--- config.mk ---
export PLATFORM = sky130hd
export DESIGN_NAME = iis_tx_serializer
export DESIGN_NICKNAME = d
export VERILOG_FILES = /design/src/rtl/iis_tx_serializer.sv
export SDC_FILE = /design/constraint.sdc
export NUM_CORES = 1
export LEC_CHECK = 0
export ABC_CLOCK_PERIOD_IN_PS = 4030
export CAP_MARGIN = 5
export CORE_MARGIN = 5
export CORE_UTILIZATION = 50
export CTS_BUF_LIST = sky130_fd_sc_hd__clkbuf_4
export DETAILED_ROUTE_END_ITERATION = 12
export DONT_BUFFER_PORTS = 1
export GPL_ROUTABILITY_DRIVEN = 0
export PLACE_DENSITY = 0.64
export SLEW_MARGIN = 15
export SYNTH_ARGS = -nofsm -noshare
export SYNTH_HDL_FRONTEND = slang
export SYNTH_SLANG_ARGS = --single-unit
export TNS_END_PERCENT = 10
--- constraint.sdc ---
create_clock -name pclk -period 4.03 [get_ports pclk]
set_input_delay 0.6045 -clock pclk [delete_from_list [all_inputs] [get_ports pclk]]
set_output_delay 0.6045 -clock pclk [all_outputs]
set_load 0.01 [all_outputs]
--- src/rtl/iis_tx_serializer.sv ---
// Philips I2S transmitter fed from the 16-bit TX FIFO: prefetches one word and shifts it out MSB first.
// Optional build macro IIS_TX_MONO_EN sends each FIFO word in both the left and the right slot.
`timescale 1ns/1ps
module iis_tx_serializer #(
    parameter int DATA_W  = 16,
    parameter int CLK_DIV = 4
) (
    input  logic              pclk,
    input  logic              presetn,
    input  logic              en_i,
    input  logic              fifo_empty_i,
    input  logic [DATA_W-1:0] fifo_data_i,
    output logic              fifo_rden_o,
    output logic              sck_o,
    output logic              ws_o,
    output logic              sd_o,
    output logic              busy_o,
    output logic              underrun_o,
    output logic [31:0]       sample_cnt_o
);

    localparam int                BIT_W    = $clog2(DATA_W);
    localparam logic [BIT_W-1:0]  LAST_BIT = BIT_W'(DATA_W - 1);
    localparam logic [7:0]        DIV_LAST = 8'(CLK_DIV - 1);

    typedef enum logic {
        ST_IDLE,
        ST_RUN
    } state_t;

    state_t              r_state;
    logic [7:0]          r_div_cnt;
    logic [BIT_W-1:0]    r_bit_cnt;
    logic [DATA_W-1:0]   r_shreg;
    logic [DATA_W-1:0]   r_hold;
    logic                r_hold_valid;
    logic                r_pop_pending;
`ifdef IIS_TX_MONO_EN
    logic [DATA_W-1:0]   r_mono;
`endif

    logic w_tc;
    logic w_fall;
    logic w_slot_end;
    logic w_pop;

    assign w_tc       = (r_state == ST_RUN) && (r_div_cnt == DIV_LAST);
    assign w_fall     = w_tc && sck_o;
    assign w_slot_end = (r_bit_cnt == LAST_BIT);
    // At most one word is ever in flight: a pop is only issued into an empty hold register
    assign w_pop      = en_i && !fifo_empty_i && !r_hold_valid && !fifo_rden_o && !r_pop_pending;

    always_ff @(posedge pclk or negedge presetn) begin
        if (!presetn) begin
            r_state       <= ST_IDLE;
            r_div_cnt     <= '0;
            r_bit_cnt     <= '0;
            r_shreg       <= '0;
            r_hold        <= '0;
            r_hold_valid  <= 1'b0;
            r_pop_pending <= 1'b0;
`ifdef IIS_TX_MONO_EN
            r_mono        <= '0;
`endif
            fifo_rden_o   <= 1'b0;
            sck_o         <= 1'b0;
            ws_o          <= 1'b1;
            sd_o          <= 1'b0;
            busy_o        <= 1'b0;
            underrun_o    <= 1'b0;
            sample_cnt_o  <= '0;
        end else begin
            fifo_rden_o   <= w_pop;
            r_pop_pending <= fifo_rden_o;
            underrun_o    <= 1'b0;

            case (r_state)
                ST_IDLE: begin
                    sck_o     <= 1'b0;
                    ws_o      <= 1'b1;
                    sd_o      <= 1'b0;
                    r_div_cnt <= '0;
                    busy_o    <= 1'b0;
                    if (en_i && r_hold_valid) begin
                        r_bit_cnt <= LAST_BIT;
                        r_shreg   <= '0;
                        r_state   <= ST_RUN;
                        busy_o    <= 1'b1;
                    end
                end

                ST_RUN: begin
                    if (w_tc) begin
                        sck_o     <= ~sck_o;
                        r_div_cnt <= '0;
                    end else begin
                        r_div_cnt <= r_div_cnt + 8'd1;
                    end

                    if (w_fall) begin
                        sd_o <= r_shreg[DATA_W-1];
                        if (w_slot_end) begin
                            // Stopping only at the end of a right slot keeps stereo frames whole
                            if (ws_o && !en_i) begin
                                sd_o    <= 1'b0;
                                busy_o  <= 1'b0;
                                r_state <= ST_IDLE;
                            end else begin
                                ws_o      <= ~ws_o;
                                r_bit_cnt <= '0;
`ifdef IIS_TX_MONO_EN
                                if (!ws_o) begin
                                    r_shreg <= r_mono;
                                end else if (r_hold_valid) begin
                                    r_shreg      <= r_hold;
                                    r_mono       <= r_hold;
                                    r_hold_valid <= 1'b0;
                                    sample_cnt_o <= sample_cnt_o + 32'd1;
                                end else begin
                                    r_shreg    <= '0;
                                    r_mono     <= '0;
                                    underrun_o <= 1'b1;
                                end
`else
                                if (r_hold_valid) begin
                                    r_shreg      <= r_hold;
                                    r_hold_valid <= 1'b0;
                                    sample_cnt_o <= sample_cnt_o + 32'd1;
                                end else begin
                                    r_shreg    <= '0;
                                    underrun_o <= 1'b1;
                                end
`endif
                            end
                        end else begin
                            r_shreg   <= r_shreg << 1;
                            r_bit_cnt <= r_bit_cnt + BIT_W'(1);
                        end
                    end
                end

                default: r_state <= ST_IDLE;
            endcase

            // A capture coinciding with a slot load lands after it, so that slot underruns
            if (r_pop_pending) begin
                r_hold       <= fifo_data_i;
                r_hold_valid <= 1'b1;
            end
        end
    end

endmodule

==> results of run 1 <==
-- synthesized netlist by cell type, types with 2 or more instances --
master,count
nor3_1,14
xnor2_1,19
a21oi_1,2
nor2_1,21
mux2i_1,3
nor3_2,3
and3_1,8
nand3_2,3
inv_1,11
nor2b_1,2
and2_1,5
nand4_1,9
nor4_2,2
dfrtp_1,84
mux2_2,16
o21ai_1,16
ha_1,3
nor4_1,2
nand2_1,37
buf_2,4
or3_1,3
a21o_1,2
xor2_1,19
clkbuf_1,7
o21ai_0,3
a22oi_1,17
nand3_1,16
-- worst register-to-register path, cell delays in order (launching register included) --
cell and delay, ns:
dfrtp_1 0.62, o21ai_0 0.37, a21boi_1 0.39, a21o_1 0.73, o21ai_1 0.17
-- repair_timing --
action	in CTS	in global routing
hold buffers	2	0
hold endpoints to repair	84	0
buffers inserted	0	0
-- logic make-up after synthesis --
kind of cell / Yosys count
muxes: 20
xor gates and xnor gates: 38
DFF: 85
and+or+nand+nor: 133
AOI/OAI and AO/OA: 45
buffers and inverters: 23
adders and majority gates: 3
-- flip-flops by register name, summed over array words and instances, names as in the netlist, 4 cells and up --
register	cells
r_hold	16
r_div_cnt	8
r_bit_cnt	4
r_shreg	16
sample_cnt_o	32
-- power groups by stage --
| stage | combinational [mW] | clock, mW | sequential [mW] |
|---|---|---|---|
| 6_report | 0.577 | 0.613 | 1.31 |
| 3_5_place_dp | 0.564 | 0 | 1.33 |
| 5_1_grt | 0.669 | 0.675 | 1.35 |
| 2_1_floorplan | 0.493 | 0 | 1.26 |
| 3_3_place_gp | 0.539 | 0 | 1.32 |
| 4_1_cts | 0.587 | 0.632 | 1.32 |
-- worst max path at each step --
| stage | startpoint | endpoint | slack, ns |
|---|---|---|---|
| CTS | r_state | r_shreg[14] | 1.65 |
| detailed placement | r_state | r_shreg[0] | 1.67 |
| global placement | r_div_cnt[0] | r_shreg[0] | 1.75 |
| finish | r_state | r_shreg[14] | 1.61 |
| floorplan | r_bit_cnt[0] | sample_cnt_o[21] | 2.20 |
| global route | r_state | r_shreg[0] | 1.41 |
-- layout make-up --
cell class | instances | area, µm² | share of cell area [%]
timing repair buffer | 2 | 37.54 | 0.9127
clock inverter | 6 | 111.4 | 2.708
inverter | 11 | 41.29 | 1.004
sequential | 85 | 2128 | 51.75
tap | 99 | 123.9 | 3.012
clock buffer | 10 | 75.07 | 1.825
multi-input combinational | 239 | 1595 | 38.79
-- per-layer routing --
layer  vias up  part of all wire (%)
met5         -                  0.15
li1       1211                     -
met3        11                   5.5
met2        59                    46
met1      1266                    47
met4         2                   1.2
-- stage by stage --
stage / total power [mW] / hold WS [ns]
after floorplan: 1.754 / 0.3089
after detailed placement: 1.896 / 0.3124
after CTS: 2.534 / 0.07144
after global routing: 2.693 / 0.05605
final: 2.504 / 0.07342
after global placement: 1.863 / 0.3116
==> metrics.txt, run 1 <==
worst vdd ir 0.3002 mV; htree depth 3; Post-synth ARST share 100.0%; post-synth top area cell dfrtp_1; WP data arrival 2.68 ns; CP bufs+invs 0; vias per cell 5.639; clock buffer depth 2; setup clock skew after layout 0.02025 ns; gr ovfl total 0; CP max-delay cell a21o_1; largest net degree at the start of global routing 85; most frequent cells in the layout dfrtp_1 (84), nand2_1 (37), nor2_1 (21), xor2_1 (19), xnor2_1 (19); switching pwr 802.8 µW; Leak 1.821 nW; Post-DP Area 0.003889 mm²; Yosys reg bits 85; ant diodes 0; fmax 412.8 MHz; Max FO, Critical Path 33; Hold Path Class primary input to asynchronous set/reset pin; R2R cell count 4; adder-cell share of the synthesized area 0.9830%; Comb pwr share 23.1%; syn nets 370; total CTS buffers 9; cts repair resizes 0; initial DRC count 133; worst reg2reg path startpoint r_state; share of layout cells above drive strength 1 13.03%; Routed Antenna Nets 0; clock group share of total power 24.5%; Clk pin slew, worst setup/hold paths 0.15 ns; die area 0.009485 mm²; vias in the first global route 2633; Sequential Power Share 52.4%; Synth Area per Inst 11.00 µm²; global-route wire length before repair 12590 µm; Netlist Area Pre-Place 0.003819 mm²; Starting Density 52.09%; initial antenna violation count 1; Crit path depth 4; core area 0.007331 mm²; Pwr per Cell Area 608.8 mW/mm²; register area share after synthesis 55.73%; DP HPWL 4929 µm; Total GRT Usage 16.16%; Post-Synthesis Cells 347; Synth Area in Simple Gates 18.81%; I/O Buffers 0; xor-xnor portion of the synthesized cell area 8.716%; WL final 7279 µm; post-DR wirelength/cell 16.10 µm; CP delay by family, top compound AO/OA/AOI/OAI gates; Max Cap Viol 0; crit path setup slack, layout 1.607 ns; Primary FF master, synth dfrtp_1; DR vias 2549; status completed; global route hottest layer met2; Yosys cell types 43; I/O pin cnt 58; Sink Count 85; CP endpoint kind flip-flop; worst setup path class flip-flop to flip-flop; fin util 56.10%; Die Y-Extent 97.39 µm; sw frac 32.06%; FILL cells 627; site row count 31; RR Endpoint r_shreg[14]; Worst setup SP type flip-flop; met1 usage 21.54%; Pint 1.701 mW; setup tns final 0 ns; clock root cell clkbuf_4; most common cell after layout, fill and taps aside dfrtp_1; Tmin final 2.423 ns; EDFF count, synth 0; Critical Path, Cell by Cell o21ai_0 -> a21boi_1 -> a21o_1 -> o21ai_1; number of setup violations in the final report 0; final cell count without fillers 452; met2 usage 24.99%; clk_lat worst skew 0.42 ns; combinational family with the most area after synthesis simple AND/OR/NAND/NOR gates; final hold vios 0; Worst slew margin 40.42%; CTS tree yes; Placed Cells 434; area grow syn2layout 7.700%; Yosys Warn Count 0; Finished Cell Area 0.004113 mm²; crit-path max cell delay 0.72 ns; Post-layout nets 371; CP Data Required Time 4.29 ns; Synth Area in Compound Gates 7.471%; Worst R2R Setup Slack 1.61 ns; most area-consuming cells after synthesis dfrtp_1 (55%), mux2_2 (4.7%), xnor2_1 (4.4%), xor2_1 (4.4%), nand2_1 (3.6%); die width 97.39 µm; RSZ-0062 raised after global routing no; worst slew pin tran 0.8938 ns; pre-CTS setup slack 1.673 ns; Max Slew Vio Count 0; Period Utilization, post-route 60.12%; Pre-antenna DRT Iters 4; Residual DRC 0; multiplexer area fraction after synthesis 5.799%; grt met3 use 4.666%; post-synth top area share 55.05%
Power figures use the tool's default switching activity.
==> run 2, diff against run 1 <==
--- a/config.mk
+++ b/config.mk
@@ -5,7 +5,7 @@
 export SDC_FILE = /design/constraint.sdc
 export NUM_CORES = 1
 export LEC_CHECK = 0
-export ABC_CLOCK_PERIOD_IN_PS = 4030
+export ABC_CLOCK_PERIOD_IN_PS = 2300
 export CAP_MARGIN = 5
 export CORE_MARGIN = 5
 export CORE_UTILIZATION = 50
==> constraint.sdc (replaced) <==
create_clock -name pclk -period 2.3 [get_ports pclk]
set_input_delay 0.345 -clock pclk [delete_from_list [all_inputs] [get_ports pclk]]
set_output_delay 0.345 -clock pclk [all_outputs]
set_load 0.01 [all_outputs]
==> run 2 against run 1 <==
  * Sequential power grew 74%
  * Flip-flop and latch count stayed put
  * Non-clock buffer count rose by 7
  * Count of clock-buffer cells in the layout is 1 lower
  * Power is 66% higher
  * Cell count grew 1.5%
  * Maximum frequency rose by 16%
  * Final area is essentially flat
  * Die area is the same
  * Wire length shrank 0.81%
  * Critical path type unchanged
  * Worst setup slack got worse by 1.4 ns
  * First-iteration DRC count shrank 28%
==> metrics.txt, run 2 (synthesis gave the netlist of run 1 again) <==
status completed; CP Data Required Time 2.59 ns (-1.70 ns); CP endpoint kind flip-flop; setup clock skew after layout 0.01711 ns (-0.003144 ns); Top Registers sample_cnt_o (32), r_hold (16), r_shreg (16); Sink Count 85 (unchanged); Starting Density 52.09% (unchanged); Worst setup SP type flip-flop; DP HPWL 5063 µm (+2.7%); fmax 480.7 MHz (+16%); Worst slew margin 42.79% (+2.4 points); worst vdd ir 0.5147 mV (+71%); Pwr per Cell Area 1010 mW/mm² (+66%); most frequent cells in the layout dfrtp_1 (84), nand2_1 (37), nor2_1 (21), xor2_1 (19), xnor2_1 (19); WP data arrival 2.37 ns (-0.31 ns); Routed Antenna Nets 0 (unchanged); Post-layout nets 378 (+1.9%); Residual DRC 0 (unchanged); CTS tree yes; Largest Register sample_cnt_o; initial antenna violation count 0 (-1); die area 0.009485 mm² (unchanged); clk_lat worst skew 0.42 ns (about the same); Clk pin slew, worst setup/hold paths 0.13 ns (-0.02 ns); htree depth 3 (unchanged); Period Utilization, post-route 90.45% (+30 points); post-DR wirelength/cell 15.73 µm (-2.3%); Pre-antenna DRT Iters 4 (unchanged); Tmin final 2.080 ns (-0.3422 ns); I/O Buffers 0 (unchanged); ant diodes 0 (unchanged); clock buffer depth 2 (unchanged); Die Y-Extent 97.39 µm (unchanged); clock root cell clkbuf_4; largest net degree at the start of global routing 86 (+1.2%); Leak 1.824 nW (+0.19%); worst slew pin tran 0.8577 ns (-0.03606 ns); Hold Path Class primary input to flip-flop; area grow syn2layout 7.798% (about the same); core area 0.007331 mm² (unchanged); global-route wire length before repair 12330 µm (-2.1%); WL final 7220 µm (-0.81%); share of layout cells above drive strength 1 14.17% (+1.1 points); site row count 31 (unchanged); total CTS buffers 9 (unchanged); setup tns final 0 ns (unchanged); vias in the first global route 2462 (-6.5%); Post-CTS Setup Repair Bufs 0 (unchanged); initial DRC count 96 (-28%); gr ovfl total 0 (unchanged); Total GRT Usage 16.01% (-0.15 points); max FFs per register 32 (unchanged); I/O pin cnt 58 (unchanged); worst setup path class flip-flop to flip-flop; most common cell after layout, fill and taps aside dfrtp_1; Max Slew Vio Count 0 (unchanged); die width 97.39 µm (unchanged); number of setup violations in the final report 0 (unchanged); Max Cap Viol 0 (unchanged); Max FO, Critical Path 7 (-79%); Finished Cell Area 0.004116 mm² (about the same); final hold vios 0 (unchanged); RSZ-0062 raised after global routing no; vias per cell 5.447 (-3.4%); Post-DP Area 0.003934 mm² (+1.2%); DR vias 2500 (-1.9%)
run 2: cell count changes in the layout (fill, tap and decap cells not counted), sizes merged:
| cell | previous run | this run |
|---|---|---|
| buf | 1 | 7 |
| bufinv | 3 | 1 |
| clkbuf | 10 | 9 |
| clkinv | 2 | 4 |
| clkinvlp | 1 | 2 |
| dlygate4sd3 | 1 | 2 |
run 2: path summary, 6_finish.rpt:
kind	depth (start not counted)	startpoint	endpoint	slack [ns]
setup / recovery	6	r_div_cnt[0]	r_bit_cnt[3]	0.22
max in group asynchronous	2	presetn	ws_o	1.48
min in group asynchronous	2	presetn	sample_cnt_o[25]	0.48
setup reg to reg	6	r_div_cnt[0]	r_bit_cnt[3]	0.22
hold reg to reg	1	r_div_cnt[0]	r_div_cnt[0]	0.47
hold / removal	2	en_i	fifo_rden_o	0.06
run 2: cell type report:
cell class | instances | area, µm²
sequential | 85 | 2128
tap | 99 | 123.9
multi-input combinational | 239 | 1597
clock inverter | 7 | 66.31
clock buffer | 9 | 67.56
timing repair buffer | 9 | 92.59
inverter | 11 | 41.29
fill | 634 | 3214
run 2: power by group:
group	internal (mW)	switching (mW)
Clock	0.324	0.498
Sequential	1.92	0.358
Combinational	0.530	0.530
run 2: through the flow:
| stage | setup slack, ns | cells | util [%] | hold WS (ns) | power (mW) |
|---|---|---|---|---|---|
| floorplan | 0.4668 | 347 | - | 0.04941 | 3.074 |
| global placement | 0.2801 | 440 | 53.66 | 0.05227 | 3.297 |
| detailed placement | 0.2234 | 440 | 53.66 | 0.05285 | 3.346 |
| CTS | 0.1754 | 459 | 56.14 | 0.02842 | 4.209 |
| global route | 0.04784 | 459 | 56.15 | 0.01126 | 4.506 |
| finish | 0.2196 | 459 | 56.15 | 0.05804 | 4.158 |
run 2: metal layers:
layer | part of all wire [%] | vias to the layer above | routed length, µm | track usage [%]
met4 | 2.1 | 0 | 149 | 6.496
met2 | 46 | 72 | 3339 | 24.14
met5 | 0 | - | 0 | 0
met3 | 7.1 | 12 | 510 | 6.030
li1 | - | 1220 | - | -
met1 | 45 | 1196 | 3221 | 20.81
run 2: repair_timing:
action | in CTS | in global routing
hold endpoints to repair | 86 | 0
hold buffers | 3 | 0
gates resized for setup | 0 | 1
endpoints found under the setup margin | 0 | 1
run 2: critical path, stage by stage (launching register included):
cell and delay (ns):
dfrtp_1 0.39, ha_1 0.22, nor3b_1 0.38, nand3_1 0.30, or3_1 0.42, o22ai_1 0.15, a22oi_1 0.09
